### src/rtl/cgra_sram_streamer_pkg.sv
// Shared definitions for the CGRA SRAM burst streamer.
// Holds the controller state encoding, the data-path width and the
// byte-enable pattern used for every SRAM write. No ports.
package cgra_sram_streamer_pkg;

  localparam int unsigned DATA_W  = 32;
  localparam logic [3:0]  FULL_BE = 4'hF;

  typedef enum logic [1:0] {
    IDLE,
    WRITE,
    READ,
    FINISH
  } state_e;

endpackage

### src/rtl/cgra_sram_streamer_if.sv
// Single-port SRAM request bus between the streamer and an SRAM wrapper.
// Signals:
//   req   - access request this cycle
//   we    - 1 = write, 0 = read
//   addr  - word address
//   wdata - write data
//   be    - byte enables (only meaningful on writes)
//   rdata - read data, valid the cycle after a read request
// Modports: master (streamer side), slave (SRAM side).
interface cgra_sram_streamer_if #(
  parameter int unsigned AddrWidth = 10
);
  import cgra_sram_streamer_pkg::*;

  logic                 req;
  logic                 we;
  logic [AddrWidth-1:0] addr;
  logic [DATA_W-1:0]    wdata;
  logic [3:0]           be;
  logic [DATA_W-1:0]    rdata;

  modport master (output req, we, addr, wdata, be, input rdata);
  modport slave  (input req, we, addr, wdata, be, output rdata);

endinterface

### src/rtl/cgra_sram_streamer_fifo.sv
// Two-entry fall-through FIFO that catches SRAM read data.
// A word pushed into an empty FIFO is visible on pop_data_o in the same
// cycle, so read data can leave the streamer the cycle it arrives.
// Ports:
//   clk_i, rst_ni       - clock, async active-low reset
//   push_i, push_data_i - write side
//   pop_i, pop_data_o   - read side (pop_data_o is the head word)
//   full_o, empty_o     - occupancy flags (empty_o accounts for bypass)
//   count_o             - number of stored words (excludes bypass)
module cgra_sram_streamer_fifo
  import cgra_sram_streamer_pkg::*;
(
  input  logic              clk_i,
  input  logic              rst_ni,
  input  logic              push_i,
  input  logic [DATA_W-1:0] push_data_i,
  input  logic              pop_i,
  output logic [DATA_W-1:0] pop_data_o,
  output logic              full_o,
  output logic              empty_o,
  output logic [1:0]        count_o
);

  logic [DATA_W-1:0] mem_q [2];
  logic              rd_ptr_q;
  logic              wr_ptr_q;
  logic [1:0]        count_q, count_d;
  logic              bypass;
  logic              store;
  logic              drain;

  // A push into an empty FIFO that is popped in the same cycle never
  // touches storage; everything else is an ordinary store and/or drain.
  always_comb begin
    bypass     = (count_q == 2'd0) & push_i & pop_i;
    store      = push_i & ~bypass;
    drain      = pop_i & (count_q != 2'd0);
    count_d    = count_q + {1'b0, store} - {1'b0, drain};
    empty_o    = (count_q == 2'd0) & ~push_i;
    full_o     = (count_q == 2'd2);
    pop_data_o = (count_q == 2'd0) ? push_data_i : mem_q[rd_ptr_q];
    count_o    = count_q;
  end

  // Storage and pointers; reset discards any buffered words.
  always_ff @(posedge clk_i or negedge rst_ni) begin
    if (!rst_ni) begin
      mem_q[0] <= '0;
      mem_q[1] <= '0;
      rd_ptr_q <= 1'b0;
      wr_ptr_q <= 1'b0;
      count_q  <= 2'd0;
    end else begin
      if (store) begin
        mem_q[wr_ptr_q] <= push_data_i;
        wr_ptr_q        <= ~wr_ptr_q;
      end
      if (drain) begin
        rd_ptr_q <= ~rd_ptr_q;
      end
      count_q <= count_d;
    end
  end

endmodule

### src/rtl/cgra_sram_streamer.sv
// Burst engine driving a single-port SRAM. One command at a time moves
// cmd_len_i words either from the in_* stream into SRAM (write mode) or
// from SRAM onto the out_* stream (read mode), starting at cmd_addr_i and
// wrapping modulo NumWords. The 1-cycle SRAM read latency is hidden by a
// 2-entry fall-through FIFO and a credit check on outstanding reads.
// Ports:
//   clk_i, rst_ni                       - clock, async active-low reset
//   cmd_valid_i/cmd_ready_o             - command handshake (ready in IDLE)
//   cmd_write_i, cmd_addr_i, cmd_len_i  - direction, start address, length
//   in_valid_i/in_ready_o, in_data_i    - write-data stream
//   out_valid_o/out_ready_i, out_data_o - read-data stream
//   sram                                - SRAM request bus (master side)
//   busy_o                              - burst in progress
//   done_o                              - one-cycle pulse when a burst ends
module cgra_sram_streamer
  import cgra_sram_streamer_pkg::*;
#(
  parameter int unsigned NumWords  = 1024,
  parameter int unsigned AddrWidth = (NumWords > 1) ? $clog2(NumWords) : 1,
  parameter int unsigned LenWidth  = AddrWidth + 1
) (
  input  logic                 clk_i,
  input  logic                 rst_ni,
  input  logic                 cmd_valid_i,
  output logic                 cmd_ready_o,
  input  logic                 cmd_write_i,
  input  logic [AddrWidth-1:0] cmd_addr_i,
  input  logic [LenWidth-1:0]  cmd_len_i,
  input  logic                 in_valid_i,
  output logic                 in_ready_o,
  input  logic [DATA_W-1:0]    in_data_i,
  output logic                 out_valid_o,
  input  logic                 out_ready_i,
  output logic [DATA_W-1:0]    out_data_o,
  cgra_sram_streamer_if.master sram,
  output logic                 busy_o,
  output logic                 done_o
);

  localparam logic [AddrWidth-1:0] LastAddr = AddrWidth'(NumWords - 1);

  state_e               state_q, state_d;
  logic [AddrWidth-1:0] addr_q, addr_d;
  logic [LenWidth-1:0]  len_q, len_d;
  logic [LenWidth-1:0]  issued_q, issued_d;
  logic [LenWidth-1:0]  retired_q, retired_d;
  logic                 inflight_q, inflight_d;

  logic                 beat;
  logic                 room;
  logic                 out_fire;
  logic                 sram_req;
  logic                 sram_we;
  logic                 fifo_full;
  logic                 fifo_empty;
  logic [1:0]           fifo_count;

  // Read data lands here one cycle after each read request.
  cgra_sram_streamer_fifo u_fifo (
    .clk_i       (clk_i),
    .rst_ni      (rst_ni),
    .push_i      (inflight_q),
    .push_data_i (sram.rdata),
    .pop_i       (out_fire),
    .pop_data_o  (out_data_o),
    .full_o      (fifo_full),
    .empty_o     (fifo_empty),
    .count_o     (fifo_count)
  );

  // A new read may only go out if the word it returns is guaranteed a
  // FIFO slot: stored words plus the read still in flight must leave room.
  assign room        = ~fifo_full & (({1'b0, fifo_count} + {2'b00, inflight_q}) < 3'd2);
  assign out_valid_o = ~fifo_empty;
  assign out_fire    = out_valid_o & out_ready_i;

  assign sram.req   = sram_req;
  assign sram.we    = sram_we;
  assign sram.addr  = addr_q;
  assign sram.wdata = in_data_i;
  assign sram.be    = FULL_BE;

  // Controller: decodes the state into port controls and computes the
  // next burst position. A "beat" is any SRAM access issued this cycle;
  // it advances the wrapping address and the issued count in both modes.
  always_comb begin
    state_d     = state_q;
    addr_d      = addr_q;
    len_d       = len_q;
    issued_d    = issued_q;
    retired_d   = retired_q;
    inflight_d  = 1'b0;
    cmd_ready_o = 1'b0;
    in_ready_o  = 1'b0;
    sram_req    = 1'b0;
    sram_we     = 1'b0;
    beat        = 1'b0;
    busy_o      = 1'b1;
    done_o      = 1'b0;

    unique case (state_q)
      IDLE: begin
        cmd_ready_o = 1'b1;
        busy_o      = 1'b0;
        if (cmd_valid_i) begin
          addr_d    = cmd_addr_i;
          len_d     = cmd_len_i;
          issued_d  = '0;
          retired_d = '0;
          if (cmd_len_i == '0) begin
            state_d = FINISH;
          end else if (cmd_write_i) begin
            state_d = WRITE;
          end else begin
            state_d = READ;
          end
        end
      end
      WRITE: begin
        in_ready_o = 1'b1;
        sram_req   = in_valid_i;
        sram_we    = in_valid_i;
        beat       = in_valid_i;
        if (in_valid_i && (issued_q + LenWidth'(1) == len_q)) begin
          state_d = FINISH;
        end
      end
      READ: begin
        beat       = (issued_q != len_q) & room;
        sram_req   = beat;
        inflight_d = beat;
        if (out_fire && (retired_q + LenWidth'(1) == len_q)) begin
          state_d = FINISH;
        end
      end
      FINISH: begin
        done_o  = 1'b1;
        state_d = IDLE;
      end
      default: begin
        state_d = IDLE;
      end
    endcase

    if (beat) begin
      addr_d   = (addr_q == LastAddr) ? '0 : addr_q + AddrWidth'(1);
      issued_d = issued_q + LenWidth'(1);
    end
    if (out_fire) begin
      retired_d = retired_q + LenWidth'(1);
    end
  end

  // State and counters; reset abandons any burst without a done pulse.
  always_ff @(posedge clk_i or negedge rst_ni) begin
    if (!rst_ni) begin
      state_q    <= IDLE;
      addr_q     <= '0;
      len_q      <= '0;
      issued_q   <= '0;
      retired_q  <= '0;
      inflight_q <= 1'b0;
    end else begin
      state_q    <= state_d;
      addr_q     <= addr_d;
      len_q      <= len_d;
      issued_q   <= issued_d;
      retired_q  <= retired_d;
      inflight_q <= inflight_d;
    end
  end

  // A burst longer than the SRAM would revisit addresses; callers must
  // never request one.
  assert property (@(posedge clk_i) disable iff (!rst_ni)
    (cmd_valid_i && cmd_ready_o) |-> (cmd_len_i <= LenWidth'(NumWords)));

  // The credit check must keep every returning read word storable.
  assert property (@(posedge clk_i) disable iff (!rst_ni)
    inflight_q |-> !fifo_full);

endmodule

### src/flat_wrapper.sv
// flat-port wrapper written by rule: the top's interface ports become plain ports
module cgra_sram_streamer_flat import cgra_sram_streamer_pkg::*;
#(
  parameter int unsigned NumWords  = 1024,
  parameter int unsigned AddrWidth = (NumWords > 1) ? $clog2(NumWords) : 1,
  parameter int unsigned LenWidth  = AddrWidth + 1
)
  (clk_i, rst_ni, cmd_valid_i, cmd_ready_o, cmd_write_i, cmd_addr_i, cmd_len_i, in_valid_i, in_ready_o, in_data_i, out_valid_o, out_ready_i, out_data_o, busy_o, done_o, sram_req, sram_we, sram_addr, sram_wdata, sram_be, sram_rdata);
  cgra_sram_streamer_if #(.AddrWidth(AddrWidth)) sram_i ();
  input  logic clk_i;
  input  logic rst_ni;
  input  logic cmd_valid_i;
  output logic cmd_ready_o;
  input  logic cmd_write_i;
  input  logic [AddrWidth-1:0] cmd_addr_i;
  input  logic [LenWidth-1:0] cmd_len_i;
  input  logic in_valid_i;
  output logic in_ready_o;
  input  logic [DATA_W-1:0] in_data_i;
  output logic out_valid_o;
  input  logic out_ready_i;
  output logic [DATA_W-1:0] out_data_o;
  output logic busy_o;
  output logic done_o;
  output wire logic [$bits(sram_i.req)-1:0] sram_req;
  output wire logic [$bits(sram_i.we)-1:0] sram_we;
  output wire logic [$bits(sram_i.addr)-1:0] sram_addr;
  output wire logic [$bits(sram_i.wdata)-1:0] sram_wdata;
  output wire logic [$bits(sram_i.be)-1:0] sram_be;
  input wire logic [$bits(sram_i.rdata)-1:0] sram_rdata;
  assign sram_req = sram_i.req;
  assign sram_we = sram_i.we;
  assign sram_addr = sram_i.addr;
  assign sram_wdata = sram_i.wdata;
  assign sram_be = sram_i.be;
  assign sram_i.rdata = sram_rdata;
  cgra_sram_streamer #(.NumWords(NumWords), .AddrWidth(AddrWidth), .LenWidth(LenWidth)) u_core (.clk_i(clk_i), .rst_ni(rst_ni), .cmd_valid_i(cmd_valid_i), .cmd_ready_o(cmd_ready_o), .cmd_write_i(cmd_write_i), .cmd_addr_i(cmd_addr_i), .cmd_len_i(cmd_len_i), .in_valid_i(in_valid_i), .in_ready_o(in_ready_o), .in_data_i(in_data_i), .out_valid_o(out_valid_o), .out_ready_i(out_ready_i), .out_data_o(out_data_o), .sram(sram_i), .busy_o(busy_o), .done_o(done_o));
endmodule
### config.mk
export PLATFORM = sky130hd
export DESIGN_NAME = cgra_sram_streamer_flat
export DESIGN_NICKNAME = d
export VERILOG_FILES = /design/src/rtl/cgra_sram_streamer_pkg.sv /design/src/rtl/cgra_sram_streamer_if.sv /design/src/rtl/cgra_sram_streamer_fifo.sv /design/src/rtl/cgra_sram_streamer.sv /design/src/flat_wrapper.sv
export SDC_FILE = /design/constraint.sdc
export NUM_CORES = 1
export LEC_CHECK = 0
export BUFFER_PORTS_ARGS = -buffer_cell sky130_fd_sc_hd__buf_2
export CAP_MARGIN = 20
export CORE_MARGIN = 4
export CORE_UTILIZATION = 54
export CTS_CLUSTER_SIZE = 8
export DETAILED_ROUTE_END_ITERATION = 16
export PLACE_DENSITY_LB_ADDON = 0.2
export SLEW_MARGIN = 20
export SYNTH_ARGS = -nofsm -noshare
export SYNTH_HDL_FRONTEND = slang
export SYNTH_HIERARCHICAL = 1
export SYNTH_SLANG_ARGS = --single-unit
### constraint.sdc
create_clock -name clk_i -period 3.7 [get_ports clk_i]
set_clock_uncertainty 0.15 [all_clocks]
set_input_delay 0.74 -clock clk_i [delete_from_list [all_inputs] [get_ports clk_i]]
set_output_delay 0.74 -clock clk_i [all_outputs]
set_load 0.01 [all_outputs]
After elaboration in Yosys (flattened, before gate mapping). Index checks and enable logic that the tools add are counted.

Input bits: 91. Register bits after elaboration: 114. Output and inout port bits: 85. Word-level logic and storage cells: 91.

Add/sub/neg operators: 6. Bitwise gates (word level): 16. $lt $le $gt $ge: 4. Equality and inequality tests: 11. Mux-type cells: 28. Reduce and logical (&&, ||, !) cells: 15.

Operators with widths (count): $mux 32 (5); $bwmux 64 (1); $mux 11 (4); $mux 10 (4); $demux 32 s1 (1); $add 11x1->11 const B (2); $eq 11x11->1 (2); $logic_not 11->1 (1); $ne 11x11->1 (1); $add 10x1->10 const B (1); $eq 10x10->1 const B (1); $mux 2 (5); $reduce_bool 2->1 (5); $and 1x1->1 (8); $pmux 2 s4 (1); $eq 2x2->1 const B (3); $mux 1 (6); $not 1->1 (6); $reduce_and 2->1 (3); $ge 2x2->1 const B (2); $logic_not 2->1 (2); $ne 2x1->1 const B (2); $not 1->2 (2); $add 2x1->3 (1); other kinds (9) (11).

Depth between registers and ports, before layout.
Depth after elaboration: 9. Depth in mapped cells: 12. Mapped depth without buffers: 11.

Hierarchy. The synthesis kept the hierarchy.

By module, submodules not included: cgra_sram_streamer_fifo (cells an instance 262, instances 1, sequential area each 1701.6 µm², area each 3522.1 µm²); cgra_sram_streamer (cells an instance 374, instances 1, sequential area each 1151.1 µm², area each 3353.2 µm²).

Worst setup path after synthesis. No wires, ideal clock.

Path type: register to register. Start: register u_core.issued_q[0]. End: register u_core.state_q[1]. Slack: 1.024 ns. Buffers on the path: 0. Data arrival time: 2.401 ns. Clock period less this slack: 2.676 ns. Library setup time: 0.125 ns. Cell stages (with the launch flop): 9. Data required time: 3.425 ns. Cells stage by stage: dfrtp_1 ha_1 and2_2 o21ai_0 a31oi_1 or4_4 a2111oi_4 o221ai_2 mux2_4.

Word-level cells in the longest chain between the ends: 5.

RTL lines: from (decl) (line cgra_sram_streamer.sv:45) `logic [LenWidth-1:0] issued_q, issued_d;`; from (signal assigned) (line cgra_sram_streamer.sv:167) `issued_q <= issued_d;`; $add 11x1->11 (line cgra_sram_streamer.sv:124) `if (in_valid_i && (issued_q + LenWidth'(1) == len_q)) begin`; $eq 11x11->1 (line cgra_sram_streamer.sv:124); $logic_and 1x1->1 (line cgra_sram_streamer.sv:124); $ne 2x1->1 (no source line); $reduce_and 3->1 (no source line); to (signal assigned) (line cgra_sram_streamer.sv:164) `state_q <= state_d;`; to (decl) (line cgra_sram_streamer.sv:42) `state_e state_q, state_d;`.

Every way passes these cells. A chain may end at the register's enable or synchronous reset.

Worst setup path in the final report.
Start: register u_core.len_q[0]. End: output port sram_req.

Word-level cells in the longest chain between the ends: 3.

RTL lines: from (decl) (line cgra_sram_streamer.sv:44) `logic [LenWidth-1:0] len_q, len_d;`; from (signal assigned) (line cgra_sram_streamer.sv:166) `len_q <= len_d;`; $ne 11x11->1 (line cgra_sram_streamer.sv:129) `beat = (issued_q != len_q) & room;`; $and 1x1->1 (line cgra_sram_streamer.sv:129); $pmux 1 s2 (line cgra_sram_streamer.sv:101) `unique case (state_q)`; to (decl) (line flat_wrapper.sv:25) `output wire logic [$bits(sram_i.req)-1:0] sram_req;`.

Every way passes these cells.

==> flow_summary.toml <==
[logic_synthesis]
ys.warnings.count = 6
synth.top_cell.area_share_pct = 41.5
async_flop_share_pct = 100
post_synth.cell_area_avg_sq_um = 10.8
synth_area_leaders = "dfrtp_1, mux2_4, mux2i_1, buf_4, o21ai_0"
synth_cell_type_count = 65
synth-seq-area-share_pct = 41.5
synth_edf_count = 0
synth_most_common_cell = "dfrtp_1"
synth_cells = 636
ys_ff_latch = 114
synthFlopType = "dfrtp_1"
synthesis.area_sq_um = 6880
yosys-top-cells-count = "dfrtp_1, mux2_4, nand2_1"
post-synth-top-area-cell = "dfrtp_1"

[worst_setup_path]
critPathKind = "register to output port"
worstPathRequired_ns = 2.81
cp_max_fo = 16
end_kind = "output port"
arrival_ns = 2.32
start_kind = "register"

[power]
power.total_mw = 7.10
pwr-share-comb_pct = 45.2
peakVddDrop_mv = 0.426
p_per_area_nw_per_um2 = 907
p_seq_share_pct = 32.0
p_sw_mw = 2.61
sw_frac_of_total_pct = 36.7
leakage_nw = 3.65
p_int_mw = 4.50
clockPowerShare_pct = 22.8

[clock_tree]
cts-htree-levels = 4
hold_buffers = 0
clock_latency_ns = 0.42
ctsResizeCount = 0
numCtsBuffers = 17
cts.clk_slew.worst_paths_ns = 0.05
cts.sinks = 114
clock_path_buffers = 2
post-cts-setup-buffer-count = 0
root_buffer = "clkbuf_16"
tritoncts = "built"

[timing]
rsz0062_at_grt = "false"
maxSlewViolCount = 0
fin_tns_setup_ns = 0
hold_violations = 0
post-route-period-util_pct = 86.8
fmax_mhz = 312
slew_headroom_pct = 26.4
worst_pin_slew_ns = 1.10
setup_violations = 0
period_needed_ns = 3.21

[floorplan]
core_sq_um = 12200
die_area_sq_um = 14600
core.rowCount = 40
ios = 176
die_h_microns = 121
dieWidth_microns = 121
start_util_pct = 56.3

[routing]
wire_per_inst_microns = 17.0
drc = 0
drt-total-wl_microns = 15100
dr.pass1.iters = 5
drt_iter0_markers = 421
ant_nets = 0
viasPerCell = 5.57
vias = 4956

[final_layout]
multi_input_area_sq_um = 3450
area_delta_synth_final_pct = 13.9
drive_above_1_share_pct = 33.3
ff_latch_area_sq_um = 2850
antenna_cells = 0
num-fill-cells = 1015
layout.nets = 809

[global_route]
grt_pass1_wl_microns = 24900
grt_overflow = 0
track_usage_pct = 21.4
grt_max_degree = 69
grt_pass1_vias = 4999
antenna_found_initial = 0

[worst_hold_path]
hp-class = "input pin to asynchronous set/reset pin"

[job]
maxCapViolCount = 0

[placed_design]
numPortBuffers = 107
hpwl_microns = 10400
place.gp.congestion = 0.903

[outcome]
status = "completed"
-- area by class of cell --
cell class / instances / share of cell area, %
Multi-Input combinational cell: 434 / 44.0
Sequential cell: 114 / 36.5
Timing Repair Buffer: 119 / 8.18
Clock buffer: 24 / 6.28
Tap cell: 168 / 2.68
Clock inverter: 8 / 1.29
Inverter: 22 / 1.05
-- routing by layer --
metal	track usage, %	part of all wire [%]
met5	0	0
met4	8.43	1.7
met3	5.38	5.4
met2	33.7	48
met1	28.2	45
-- state kept, by name, summed over array words and instances, names as in the netlist --
signal                  flops
u_core/u_fifo/rd_ptr_q      1
u_core/u_fifo/count_o       2
u_core/len_q               11
u_core/u_fifo/mem_q        64
u_core/inflight_q           1
u_core/retired_q           11
u_core/u_fifo/wr_ptr_q      1
u_core/state_q              2
u_core/issued_q            11
u_core/sram.addr           10
-- power groups by stage --
stage / logic (mW) / clock network, mW / registers, mW
floorplan: 2.49 / 0 / 2.12
global placement: 3.14 / 0 / 2.25
detailed placement: 3.21 / 0 / 2.28
CTS: 3.23 / 1.65 / 2.27
global route: 3.53 / 1.71 / 2.35
finish: 3.21 / 1.62 / 2.28
-- per-stage QoR --
stage / util, % / instances / setup WS [ns] / hold slack (ns) / instance area [sq um]
after floorplan: - / 639 / 1.02 / 0.294 / 6890
after global placement: 59.3 / 857 / 0.875 / 0.323 / 7240
after detailed placement: 59.3 / 857 / 0.881 / 0.330 / 7240
after CTS: 64.1 / 889 / 0.489 / 0.312 / 7830
after global routing: 64.1 / 889 / 0.231 / 0.348 / 7830
final: 64.1 / 889 / 0.490 / 0.286 / 7830
-- cell usage in the layout, fill, tap and decap left out, types with 3 or more instances in the layout --
master / synthesis / layout
clkbuf_8: 0 / 4
nor2b_1: 4 / 4
o31ai_1: 3 / 3
xor2_1: 13 / 13
nor4_1: 6 / 6
and3_1: 6 / 5
ha_1: 10 / 10
inv_1: 21 / 21
clkbuf_1: 16 / 3
nand4_1: 8 / 8
xnor2_1: 26 / 26
nand3_1: 18 / 18
o22ai_1: 3 / 3
conb_1: 1 / 4
a22o_1: 3 / 3
nor3_1: 12 / 12
buf_2: 5 / 106
a21o_1: 4 / 4
clkbuf_16: 0 / 17
clkinvlp_4: 0 / 3
o21ai_1: 11 / 11
buf_4: 36 / 12
o21ai_0: 51 / 51
nand2_1: 60 / 60
a221o_1: 4 / 4
or2_1: 3 / 3
mux2_4: 61 / 61
a31oi_1: 5 / 5
dfrtp_1: 114 / 113
mux2i_1: 37 / 37
a21oi_1: 8 / 8
nor2_1: 22 / 21
mux2_2: 15 / 15
-- logic make-up (layout without fill, tap and decap cells) --
| family | after synthesis | count (layout) | share of synthesized area, % |
|---|---|---|---|
| and+or+nand+nor | 161 | 161 | 11.8 |
| DFF | 114 | 114 | 41.5 |
| muxes | 113 | 113 | 21.2 |
| AOI/OAI and AO/OA | 107 | 107 | 10.1 |
| buffers and inverters | 91 | 173 | 8.66 |
| xor gates and xnor gates | 39 | 39 | 4.97 |
| adders and majority gates | 10 | 10 | 1.82 |
| other | 1 | 4 | 0.0545 |
-- path summary, 6_finish.rpt --
kind,startpoint,endpoint,slack (ns),cells after the start
worst max-delay path,u_core/len_q[0],sram_req,0.49,7
worst min-delay path,rst_ni,u_core/u_fifo/mem_q[37],0.29,1
worst max register to register,u_core/issued_q[0],u_core/state_q[1],0.86,8
worst min register to register,u_core/u_fifo/wr_ptr_q,u_core/u_fifo/wr_ptr_q,0.34,1
max in group asynchronous,rst_ni,u_core/u_fifo/mem_q[44],2.27,2
min in group clk_i,u_core/u_fifo/wr_ptr_q,u_core/u_fifo/wr_ptr_q,0.34,1
-- worst max-delay path, cell delays in order (launching register included) --
cell	delay, ns
dfrtp_1	0.43
xor2_1	0.20
nor4b_1	0.34
nand4_1	0.19
a41o_1	0.32
nand2_1	0.12
inv_2	0.13
buf_2	0.17
(Power assumes the default switching activity.)
